--- src/rtl/lvds_rx_pkg.sv ---
// Shared state encoding, rPLL constants and training-word matcher
// for the LVDS RX phase tuner.
package lvds_rx_pkg;

    typedef enum logic [2:0] {
        IDLE,
        WAIT_LOCK,
        SETTLE,
        SAMPLE,
        EVAL,
        PICK,
        DONE,
        FAIL
    } state_t;

    localparam int PSDA_W = 4;
    localparam logic [3:0] DUTYDA_DEF = 4'b1000;
    localparam logic [3:0] FDLY_DEF = 4'b0000;

    // True when word equals any n-bit rotation of pat (n <= 16).
    function automatic logic is_rotation(
        input logic [15:0] word,
        input logic [15:0] pat,
        input int n
    );
        logic [31:0] p;
        logic [31:0] mask;
        logic [31:0] r;
        logic hit;
        hit = 1'b0;
        mask = (32'd1 << n) - 32'd1;
        p = {16'd0, pat} & mask;
        for (int i = 0; i < 16; i++) begin
            r = ((p << i) | (p >> (n - i))) & mask;
            if (i < n && r[15:0] == word)
                hit = 1'b1;
        end
        return hit;
    endfunction

endpackage

--- src/rtl/lvds_rx_eye_picker.sv ---
// Circular longest-run search over the per-phase pass map, one index
// per cycle across two laps so wrap-around runs are measured whole.
module lvds_rx_eye_picker
    import lvds_rx_pkg::*;
#(
    parameter int PHASE_STEPS = 16
) (
    input  logic                   clk,
    input  logic                   rst_n,
    input  logic                   start,
    input  logic [PHASE_STEPS-1:0] pass_map,
    output logic [PSDA_W-1:0]      best,
    output logic [4:0]             len,
    output logic                   valid
);

    localparam int STEP_W = $clog2(2 * PHASE_STEPS);
    localparam logic [STEP_W-1:0] STEP_LAST = STEP_W'(2 * PHASE_STEPS - 1);
    localparam logic [4:0] LEN_MAX = 5'(PHASE_STEPS);
    localparam logic [PSDA_W-1:0] PH_LAST = PSDA_W'(PHASE_STEPS - 1);

    logic              active;
    logic [PSDA_W-1:0] ph;
    logic [STEP_W-1:0] step;
    logic [4:0]        cur_len, cur_len_n;
    logic [PSDA_W-1:0] cur_start, cur_start_n;
    logic [4:0]        best_len, best_len_n;
    logic [PSDA_W-1:0] best_start, best_start_n;
    logic              hit, upd;
    logic [PSDA_W:0]   sum;

    // Strict '>' keeps the earliest-found run, giving lowest start on ties.
    always_comb begin
        hit = pass_map[ph];
        cur_len_n = 5'd0;
        if (hit)
            cur_len_n = (cur_len == LEN_MAX) ? cur_len : cur_len + 5'd1;
        cur_start_n = (hit && cur_len == 5'd0) ? ph : cur_start;
        upd = cur_len_n > best_len;
        best_len_n = upd ? cur_len_n : best_len;
        best_start_n = upd ? cur_start_n : best_start;
        sum = {1'b0, best_start_n} + ((best_len_n - 5'd1) >> 1);
        if (sum >= LEN_MAX)
            sum = sum - LEN_MAX;
    end

    assign valid = active && step == STEP_LAST;
    assign len = best_len_n;
    assign best = sum[PSDA_W-1:0];

    always_ff @(posedge clk or negedge rst_n) begin
        if (!rst_n) begin
            active <= 1'b0;
            ph <= '0;
            step <= '0;
            cur_len <= '0;
            cur_start <= '0;
            best_len <= '0;
            best_start <= '0;
        end else if (start) begin
            active <= 1'b1;
            ph <= '0;
            step <= '0;
            cur_len <= '0;
            cur_start <= '0;
            best_len <= '0;
            best_start <= '0;
        end else if (active) begin
            ph <= (ph == PH_LAST) ? '0 : ph + PSDA_W'(1);
            step <= step + STEP_W'(1);
            cur_len <= cur_len_n;
            cur_start <= cur_start_n;
            best_len <= best_len_n;
            best_start <= best_start_n;
            if (valid)
                active <= 1'b0;
        end
    end

endmodule

--- src/rtl/lvds_rx_phase_tuner.sv ---
// Sweeps rPLL psda, checks the training word and parks at the eye centre.
// Define LVDS_RX_TRACK_EN for continuous monitoring in DONE plus recal_pulse.
module lvds_rx_phase_tuner
    import lvds_rx_pkg::*;
#(
    parameter int               NUM_CH      = 4,
    parameter int               DES_W       = 7,
    parameter logic [DES_W-1:0] TRAIN_PAT   = 7'b1100011,
    parameter int               PHASE_STEPS = 16,
    parameter int               SETTLE_CYC  = 64,
    parameter int               SAMPLE_CYC  = 256
) (
    input  logic                    clk,
    input  logic                    rst_n,
    input  logic                    start,
    input  logic                    pll_lock,
    input  logic [NUM_CH*DES_W-1:0] rx_data,
    output logic [PSDA_W-1:0]       psda,
    output logic [3:0]              dutyda,
    output logic [3:0]              fdly,
    output logic                    busy,
    output logic                    done,
    output logic                    fail,
    output logic [4:0]              eye_width,
    output logic [PHASE_STEPS-1:0]  pass_map
`ifdef LVDS_RX_TRACK_EN
    ,
    output logic                    recal_pulse
`endif
);

    localparam int CNT_MAX = (SAMPLE_CYC > SETTLE_CYC) ? SAMPLE_CYC : SETTLE_CYC;
    localparam int CNT_W = $clog2(CNT_MAX) + 1;
    localparam logic [PSDA_W-1:0] PH_LAST = PSDA_W'(PHASE_STEPS - 1);

    state_t                  state, state_n;
    logic [CNT_W-1:0]        cnt;
    logic [NUM_CH*DES_W-1:0] prev;
    logic                    err_now, err_acc;
    logic                    settle_last, samp_last;
    logic                    chk_en, abort, track_err, pick_start;
    logic [PSDA_W-1:0]       pk_best;
    logic [4:0]              pk_len;
    logic                    pk_valid;

    assign dutyda = DUTYDA_DEF;
    assign fdly = FDLY_DEF;
    assign settle_last = cnt == CNT_W'(SETTLE_CYC - 1);
    assign samp_last = cnt == CNT_W'(SAMPLE_CYC - 1);
    assign abort = !pll_lock &&
        (state == SETTLE || state == SAMPLE || state == EVAL || state == PICK);

`ifdef LVDS_RX_TRACK_EN
    assign chk_en = state == SAMPLE || state == DONE;
    assign track_err = state == DONE && samp_last && (err_acc || err_now);
`else
    assign chk_en = state == SAMPLE;
    assign track_err = 1'b0;
`endif

    // First word of each window is only checked against the rotations.
    always_comb begin
        err_now = 1'b0;
        for (int c = 0; c < NUM_CH; c++) begin
            if (!is_rotation(16'(rx_data[c*DES_W +: DES_W]), 16'(TRAIN_PAT), DES_W))
                err_now = 1'b1;
            if (cnt != '0 && rx_data[c*DES_W +: DES_W] != prev[c*DES_W +: DES_W])
                err_now = 1'b1;
        end
    end

    always_ff @(posedge clk or negedge rst_n) begin
        if (!rst_n)
            state <= IDLE;
        else
            state <= state_n;
    end

    always_comb begin
        state_n = state;
        unique case (state)
            IDLE:
                if (start) state_n = WAIT_LOCK;
            WAIT_LOCK:
                if (pll_lock) state_n = SETTLE;
            SETTLE:
                if (!pll_lock) state_n = WAIT_LOCK;
                else if (settle_last) state_n = SAMPLE;
            SAMPLE:
                if (!pll_lock) state_n = WAIT_LOCK;
                else if (samp_last) state_n = EVAL;
            EVAL:
                if (!pll_lock) state_n = WAIT_LOCK;
                else if (psda == PH_LAST) state_n = PICK;
                else state_n = SETTLE;
            PICK:
                if (!pll_lock) state_n = WAIT_LOCK;
                else if (pk_valid) state_n = (pk_len != 5'd0) ? DONE : FAIL;
            DONE:
                if (!pll_lock || start || track_err) state_n = WAIT_LOCK;
            FAIL:
                if (!pll_lock || start) state_n = WAIT_LOCK;
            default:
                state_n = IDLE;
        endcase
    end

    always_comb begin
        busy = 1'b1;
        done = 1'b0;
        fail = 1'b0;
        pick_start = 1'b0;
        unique case (state)
            IDLE: busy = 1'b0;
            DONE: begin
                busy = 1'b0;
                done = 1'b1;
            end
            FAIL: begin
                busy = 1'b0;
                fail = 1'b1;
            end
            EVAL: pick_start = pll_lock && psda == PH_LAST;
            default: ;
        endcase
    end

    always_ff @(posedge clk or negedge rst_n) begin
        if (!rst_n) begin
            psda <= '0;
            eye_width <= '0;
            pass_map <= '0;
            err_acc <= 1'b0;
            prev <= '0;
            cnt <= '0;
        end else begin
            prev <= rx_data;
            if (state != state_n || (state == DONE && samp_last))
                cnt <= '0;
            else
                cnt <= cnt + CNT_W'(1);
            if (chk_en)
                err_acc <= ((cnt == '0) ? 1'b0 : err_acc) | err_now;
            else
                err_acc <= 1'b0;
            if (abort) begin
                psda <= '0;
                pass_map <= '0;
            end else if (state_n == WAIT_LOCK && state != WAIT_LOCK) begin
                psda <= '0;
            end else if (state == EVAL) begin
                pass_map[psda] <= !err_acc;
                if (psda != PH_LAST)
                    psda <= psda + PSDA_W'(1);
            end else if (state == PICK && pk_valid) begin
                psda <= (pk_len != 5'd0) ? pk_best : '0;
                eye_width <= pk_len;
            end
        end
    end

`ifdef LVDS_RX_TRACK_EN
    always_ff @(posedge clk or negedge rst_n) begin
        if (!rst_n)
            recal_pulse <= 1'b0;
        else
            recal_pulse <= track_err;
    end
`endif

    lvds_rx_eye_picker #(
        .PHASE_STEPS(PHASE_STEPS)
    ) u_picker (
        .clk     (clk),
        .rst_n   (rst_n),
        .start   (pick_start),
        .pass_map(pass_map),
        .best    (pk_best),
        .len     (pk_len),
        .valid   (pk_valid)
    );

endmodule

--- config.mk ---
export PLATFORM = sky130hd
export DESIGN_NAME = lvds_rx_phase_tuner
export DESIGN_NICKNAME = d
export VERILOG_FILES = /design/src/rtl/lvds_rx_pkg.sv /design/src/rtl/lvds_rx_eye_picker.sv /design/src/rtl/lvds_rx_phase_tuner.sv
export SDC_FILE = /design/constraint.sdc
export NUM_CORES = 1
export LEC_CHECK = 0
export CAP_MARGIN = 30
export CORE_MARGIN = 10
export CORE_UTILIZATION = 38
export DETAILED_ROUTE_END_ITERATION = 10
export PLACE_DENSITY_LB_ADDON = 0.08
export SLEW_MARGIN = 20
export SYNTH_ARGS = -nofsm -noshare
export SYNTH_HDL_FRONTEND = slang
export SYNTH_SLANG_ARGS = --single-unit
--- constraint.sdc ---
create_clock -name clk -period 12.8 [get_ports clk]
set_input_delay 2.56 -clock clk [delete_from_list [all_inputs] [get_ports clk]]
set_output_delay 2.56 -clock clk [all_outputs]
set_load 0.01 [all_outputs]
== Yosys cells after proc, flatten, opt, wreduce, memory -nomap -nowiden ==
Index checks and enable logic that the tools add are counted.

* Register bits after elaboration: 94
* Output and inout bits: 36
* Input bits: 32
* Logic and storage cells: 206

* Reductions and logical operators: 32
* Mux-type cells: 92
* Magnitude comparators: 5
* Add/subtract/negate cells: 8
* Equal/unequal tests: 51
* Bitwise logic cells: 4

{| class="wikitable"
|+ Operators by type and width
! cell !! number
|-
| 7-bit == test (first input constant) || 16
|-
| 4-bit two-way mux || 16
|-
| 1-bit two-way mux || 48
|-
| 16-bit two-way mux || 3
|-
| 5-bit two-way mux || 9
|-
| 3-bit two-way mux || 11
|-
| 4-bit by 7-bit == test with 1-bit output (first input constant) || 4
|-
| 5-bit by 7-bit == test with 1-bit output (first input constant) || 4
|-
| 6-bit by 7-bit == test with 1-bit output (first input constant) || 4
|-
| 7-bit inequality test || 4
|-
| 3-bit case mux with 7 select lines || 1
|-
| 16-bit bitwise mux || 1
|-
| 3-bit == test (second input constant) || 4
|-
| 1-bit logical AND || 12
|-
| 5-bit by 1-bit adder with 5-bit output (second input constant) || 2
|-
| 5-bit == test (second input constant) || 2
|-
| 4-bit by 5-bit < comparator with 1-bit output (second input constant) || 2
|-
| 9-bit by 1-bit adder with 9-bit output (second input constant) || 1
|-
| 9-bit by 6-bit == test with 1-bit output (second input constant) || 1
|-
| 9-bit by 8-bit == test with 1-bit output (second input constant) || 1
|-
| 9-bit logical NOT || 1
|-
| 9-bit two-way mux || 1
|-
| 9-bit nonzero test || 1
|-
| 4-bit by 1-bit adder with 4-bit output (second input constant) || 2
|-
| 29 further kinds || 41
|}

== Depth between registers and ports, before layout ==
* Word-level depth: 18
* Gate-level depth with buffers: 22
* Depth with buffers taken out: 19

== Cells and area by module ==
Synthesis repeated with hierarchy kept, for this count alone.

* Cell total of the unflattened synthesis: 565
* Area total of the unflattened synthesis: 5639.2 µm²

{| class="wikitable"
|+ By module, submodules not included
! module !! seq. area each (µm²) !! instances !! cells each !! area each (µm²)
|-
| lvds_rx_phase_tuner || 1651.6 || 1 || 353 || 3587.2
|-
| lvds_rx_eye_picker || 700.7 || 1 || 212 || 2052.0
|}

== Worst setup path before layout ==
No wires, ideal clock.

* Path kind: reg2reg
* Start point: register u_picker.ph[0]
* End point: register psda[3]
* Setup slack: 7.797 ns
* Cell stages (with the launch flop): 22
* Arrival: 4.921 ns
* Buffers on the path: 3
* Cell sequence: dfrtp_1 buf_6 mux4_2 mux2i_2 mux2i_4 buf_6 and2_1 ha_1 nor2b_1 o21ai_0 a21oi_1 clkbuf_1 and3_1 a21oi_1 ha_1 xnor2_1 ha_1 a21o_1 a21oi_1 xnor2_1 or4b_1 a31oi_1

* Longest elaborated chain between the ends: 14

{| class="wikitable"
|+ Ends and longest elaborated chain
! element !! line !! source
|-
| start: declaration || lvds_rx_eye_picker.sv:23 || <nowiki>logic [PSDA_W-1:0] ph;</nowiki>
|-
| start signal: assignment || lvds_rx_eye_picker.sv:69 || <nowiki>ph <= (ph == PH_LAST) ? '0 : ph + PSDA_W'(1);</nowiki>
|-
| 1-bit binary-select mux with 4-bit select || lvds_rx_eye_picker.sv:34 || <nowiki>hit = pass_map[ph];</nowiki>
|-
| 1-bit two-way mux (not written as such) || lvds_rx_eye_picker.sv:34 ||
|-
| 5-bit two-way mux || lvds_rx_eye_picker.sv:36 || <nowiki>if (hit)</nowiki>
|-
| 5-bit greater-than comparator || lvds_rx_eye_picker.sv:39 || <nowiki>upd = cur_len_n > best_len;</nowiki>
|-
| 5-bit two-way mux || lvds_rx_eye_picker.sv:40 || <nowiki>best_len_n = upd ? cur_len_n : best_len;</nowiki>
|-
| 5-bit by 1-bit subtractor with 5-bit output / 5-bit nonzero test (equally long branches) || lvds_rx_eye_picker.sv:42, lvds_rx_phase_tuner.sv:98, lvds_rx_phase_tuner.sv:156 ||
|-
| 4-bit by 4-bit adder with 5-bit output / 1-bit two-way mux (equally long branches) || lvds_rx_eye_picker.sv:42, lvds_rx_phase_tuner.sv:98 ||
|-
| 4-bit by 1-bit subtractor with 4-bit output, or another cell as far along || lvds_rx_eye_picker.sv:44 || <nowiki>sum = sum - LEN_MAX;</nowiki>
|-
| 4-bit two-way mux / 3-bit two-way mux (equally long branches) || lvds_rx_eye_picker.sv:43, lvds_rx_phase_tuner.sv:97 ||
|-
| 4-bit two-way mux / 3-bit case mux with 7 select lines (equally long branches) || lvds_rx_phase_tuner.sv:156, lvds_rx_phase_tuner.sv:81 ||
|-
| 4-bit two-way mux / 3-bit by 1-bit == test with 1-bit output (equally long branches) || lvds_rx_phase_tuner.sv:155, lvds_rx_phase_tuner.sv:149 ||
|-
| 4-bit two-way mux / 1-bit logical AND (equally long branches) || lvds_rx_phase_tuner.sv:151, lvds_rx_phase_tuner.sv:149 ||
|-
| 4-bit two-way mux, or another cell as far along || lvds_rx_phase_tuner.sv:149 || <nowiki>end else if (state_n == WAIT_LOCK && state != WAIT_LOCK) begin</nowiki>
|-
| 4-bit two-way mux / 2-bit AND reduction (equally long branches) || n/a ||
|-
| end signal: assignment || lvds_rx_phase_tuner.sv:154 || <nowiki>psda <= psda + PSDA_W'(1);</nowiki>
|-
| end signal: assignment || lvds_rx_phase_tuner.sv:156 || <nowiki>psda <= (pk_len != 5'd0) ? pk_best : '0;</nowiki>
|-
| end: declaration || lvds_rx_phase_tuner.sv:18 || <nowiki>output logic [PSDA_W-1:0] psda,</nowiki>
|}

Parallel ways exist; a longest one is shown, timed or not. The select of a mux whose other input is x is not followed.
A chain may end at the register's enable or synchronous reset.

== Final worst setup path ==
Same ends and word-level chain as after synthesis.

==> impl_results.md <==
- Status: finished clean
- Arrival @ worst endpoint: 5.94 ns
- GR Util met2: 22.77%
- Cells on worst reg2reg path: 18
- Logic gate share of total power: 15.6%
- PwrDens: 107.9 nW/um^2
- Synth area leaders: dfrtp_1, ha_1, nor2_1, a21oi_1, xnor2_1
- FF+latch count, synth: between 90 and 100
- Post-synth EDFFs: 0
- Slowest CP cell: dfrtp_1
- Cell leakage power: 2.671 nW
- Worst IR Drop VDD: around 0.000083 V
- CTS Hold Bufs: 0
- Num rows: between 40 and 50
- Final min period: between 5 and 6 ns
- Worst setup SP type: register
- Post-synthesis cell type count: 59
- Cell Int Power: a little under 500 uW
- Met1 Usage GRT: between 10% and 20%
- Post-synth top area share: 43.30%
- Vias in the first global route: roughly 4400
- R2r setup slk: between 7 and 8 ns
- Clock latency on the worst-skew pair: between 0.3 and 0.4 ns
- Clk pwr share: between 30% and 40%
- Residual DRC: 0
- Gr usage total: between 10% and 20%
- PortBufs: roughly 60
- Largest net degree at the start of global routing: between 60 and 70
- Grt met3 use: a little over 4%
- CTS max path bufs: 2
- YS warnings: 0
- RSZ-0062 raised after global routing: no
- Initial DRC Count: around 220
- Fill cells: 1372
- Final Hold Viols: 0
- Critical R2R Launch: u_picker.ph[0]
- Mapped Area: approximately 5400 um^2
- I/O pin total: between 60 and 70
- First-pass GRT wire length: around 23000 um
- CTS H-tree depth: 3
- Die X: about 140 um
- Layout cells sized above 1: under 10%
- Most common cell after layout, fill and taps aside: dfrtp_1
- Area of the core: between 10000 and 15000 um^2
- Register area share after synthesis: a little over two fifths
- Min-delay src: cnt[0]
- Worst-margin pin slew: 0.8590 ns
- CTS Sinks: 94
- Die H: between 100 and 150 um
- FFs w/ async S/R, synth: 100.0%
- Via count: 4230
- Post-Place Worst Slack: 7.164 ns
- Worst R2R End: psda[3]
- Commonest non-fill, non-tap cells in the layout: dfrtp_1, nor2_1, clkdlybuf4s50_1
- Syn_area_per_cell: 9.896 um^2
- Diode count: 0
- Achievable Freq: 0.1764 GHz
- Setup TNS: 0 ns
- Final setup viols: 0
- Worst setup EP type: register
- P_sw: around 200 uW
- Setup WS post-layout: 7.133 ns
- Post-CTS resize count: 0
- Gp weighted congestion: between 0.8 and 0.9
- CTS tree: done
- Worst Skew: ~0.0077 ns
- Initial antenna violation count: 0
- Ys flop type: dfrtp_1
- Switching Share: 28.87%
- Cts bufs inserted: 9
- DR WL/cell: 17.66 um
- Initial Utilization: approximately two fifths
- Grt ovf: 0
- Worst slew margin: a little over two fifths
- Final period util: 44.28%
- Utilization after layout: between 40% and 50%
- Critical path's largest stage delay: approximately 0.60 ns
- Largest area contributor in the netlist: dfrtp_1
- Hold crit path type: register to register
- GR peak layer: met2
- Max-Cap Viols: 0
- Worst Hold Endpoint: cnt[0]
- Final ANT Viol Nets: 0
- Drt pass-1 iters: 4
- Root Driver: clkbuf_16
- Cells after Synth: 549
- Worst hold margin: slightly below 0.5 ns
- Setup Buffers After CTS: 0
- NumNets Final: approximately 650
- Crit-path cells: mux4_2 -> mux2i_2 -> mux2i_4 -> and2_1 -> ha_1 -> nor2b_1 -> o21ai_0 -> a21oi_1 -> and3_1 -> a21oi_1 -> ha_1 -> xnor2_1 -> ha_1 -> a21o_1 -> a21oi_1 -> xnor2_1 -> or4b_1 -> a31oi_1
- DP Wirelength: 10020 um
- Reg power frac: a little under half
- Worst hold path depth: 1
- Pins Over Slew Limit: 0
- Vias per inst: between 5 and 6
- Critical Path RT: ~13 ns
- Kind of critical path: register to register
- Syn-to-layout area delta: 17.69%
- Critical path peak fanout: 12
- Clock slew at reported path FFs: approximately 0.07 ns
- Die area: around 19000 um^2
- Total wire length: between 10000 and 15000 um
==> power groups by stage <==
stage,logic [mW],registers [mW],clock network (mW)
2_1_floorplan,0.0777,0.321,0
3_3_place_gp,0.107,0.335,0
3_5_place_dp,0.108,0.335,0
4_1_cts,0.108,0.329,0.263
5_1_grt,0.121,0.333,0.273
6_report,0.107,0.330,0.252
==> worst max-delay path by stage <==
stage | cells after the start | slack [ns] | end | startpoint
global route | 18 | 6.66 | psda[3] | u_picker.ph[0]
CTS | 18 | 7.14 | psda[3] | u_picker.ph[0]
floorplan | 21 | 7.80 | psda[3] | u_picker.ph[0]
global placement | 18 | 7.42 | psda[3] | u_picker.ph[0]
detailed placement | 18 | 7.16 | psda[3] | u_picker.ph[0]
finish | 18 | 7.13 | psda[3] | u_picker.ph[0]
==> per-stage QoR <==
stage               instances  power, mW  instance area, um^2
finish                    777     0.6896                 6394
global placement          762     0.4426                 6118
CTS                       777     0.7004                 6394
detailed placement        762     0.4428                 6118
global route              777     0.7263                 6394
floorplan                 555     0.3990                 5455
==> worst max-delay path, delay by kind of cell (launching register included) <==
| kind | cells | cell delay, ns |
|---|---|---|
| xor gates and xnor gates | 2 | 0.32 |
| and+or+nand+nor | 4 | 1.14 |
| AOI/OAI and AO/OA | 6 | 1.57 |
| adders and majority gates | 3 | 0.89 |
| DFF | 1 | 0.60 |
| muxes | 3 | 1.07 |
==> cell families after synthesis <==
logic type | share of synthesized area (%)
AOI/OAI and AO/OA | 16.70
xor gates and xnor gates | 7.416
adders and majority gates | 5.435
buffers and inverters | 4.952
DFF | 43.30
muxes | 7.738
other | 0.1382
and+or+nand+nor | 14.33
==> layout make-up <==
type | instances | area (um^2) | share of cell area, %
clock buffer | 10 | 239.0 | 3.738
clock inverter | 5 | 36.28 | 0.5675
inverter | 23 | 86.33 | 1.350
multi-input combinational | 402 | 2836 | 44.36
sequential | 94 | 2352 | 36.79
tap | 180 | 225.2 | 3.523
timing repair buffer | 63 | 618.1 | 9.667
==> layer usage <==
layer | part of all wire, % | wire length, um
met1 | 47 | 6432
met4 | 1.3 | 174
met2 | 47 | 6498
met3 | 4.5 | 616
met5 | 0 | 0
==> cells in the mapped netlist, types with 10 or more instances <==
| master | number |
|---|---|
| o21ai_0 | 15 |
| clkbuf_1 | 21 |
| dfrtp_1 | 94 |
| xor2_1 | 23 |
| nand2_1 | 32 |
| a211oi_1 | 11 |
| a21oi_1 | 43 |
| and3_1 | 10 |
| inv_1 | 23 |
| a311oi_1 | 16 |
| nor2_1 | 61 |
| ha_1 | 22 |
| mux2i_1 | 17 |
| xnor2_1 | 23 |
| nand3_1 | 16 |
==> state kept, by name, indices dropped and copies added (netlist names), 5 cells and up <==
signal             count
u_picker.cur_len       5
prev                  28
eye_width              5
pass_map              16
u_picker.best_len      5
u_picker.step          5
cnt                    9
Power figures use the tool's default switching activity.
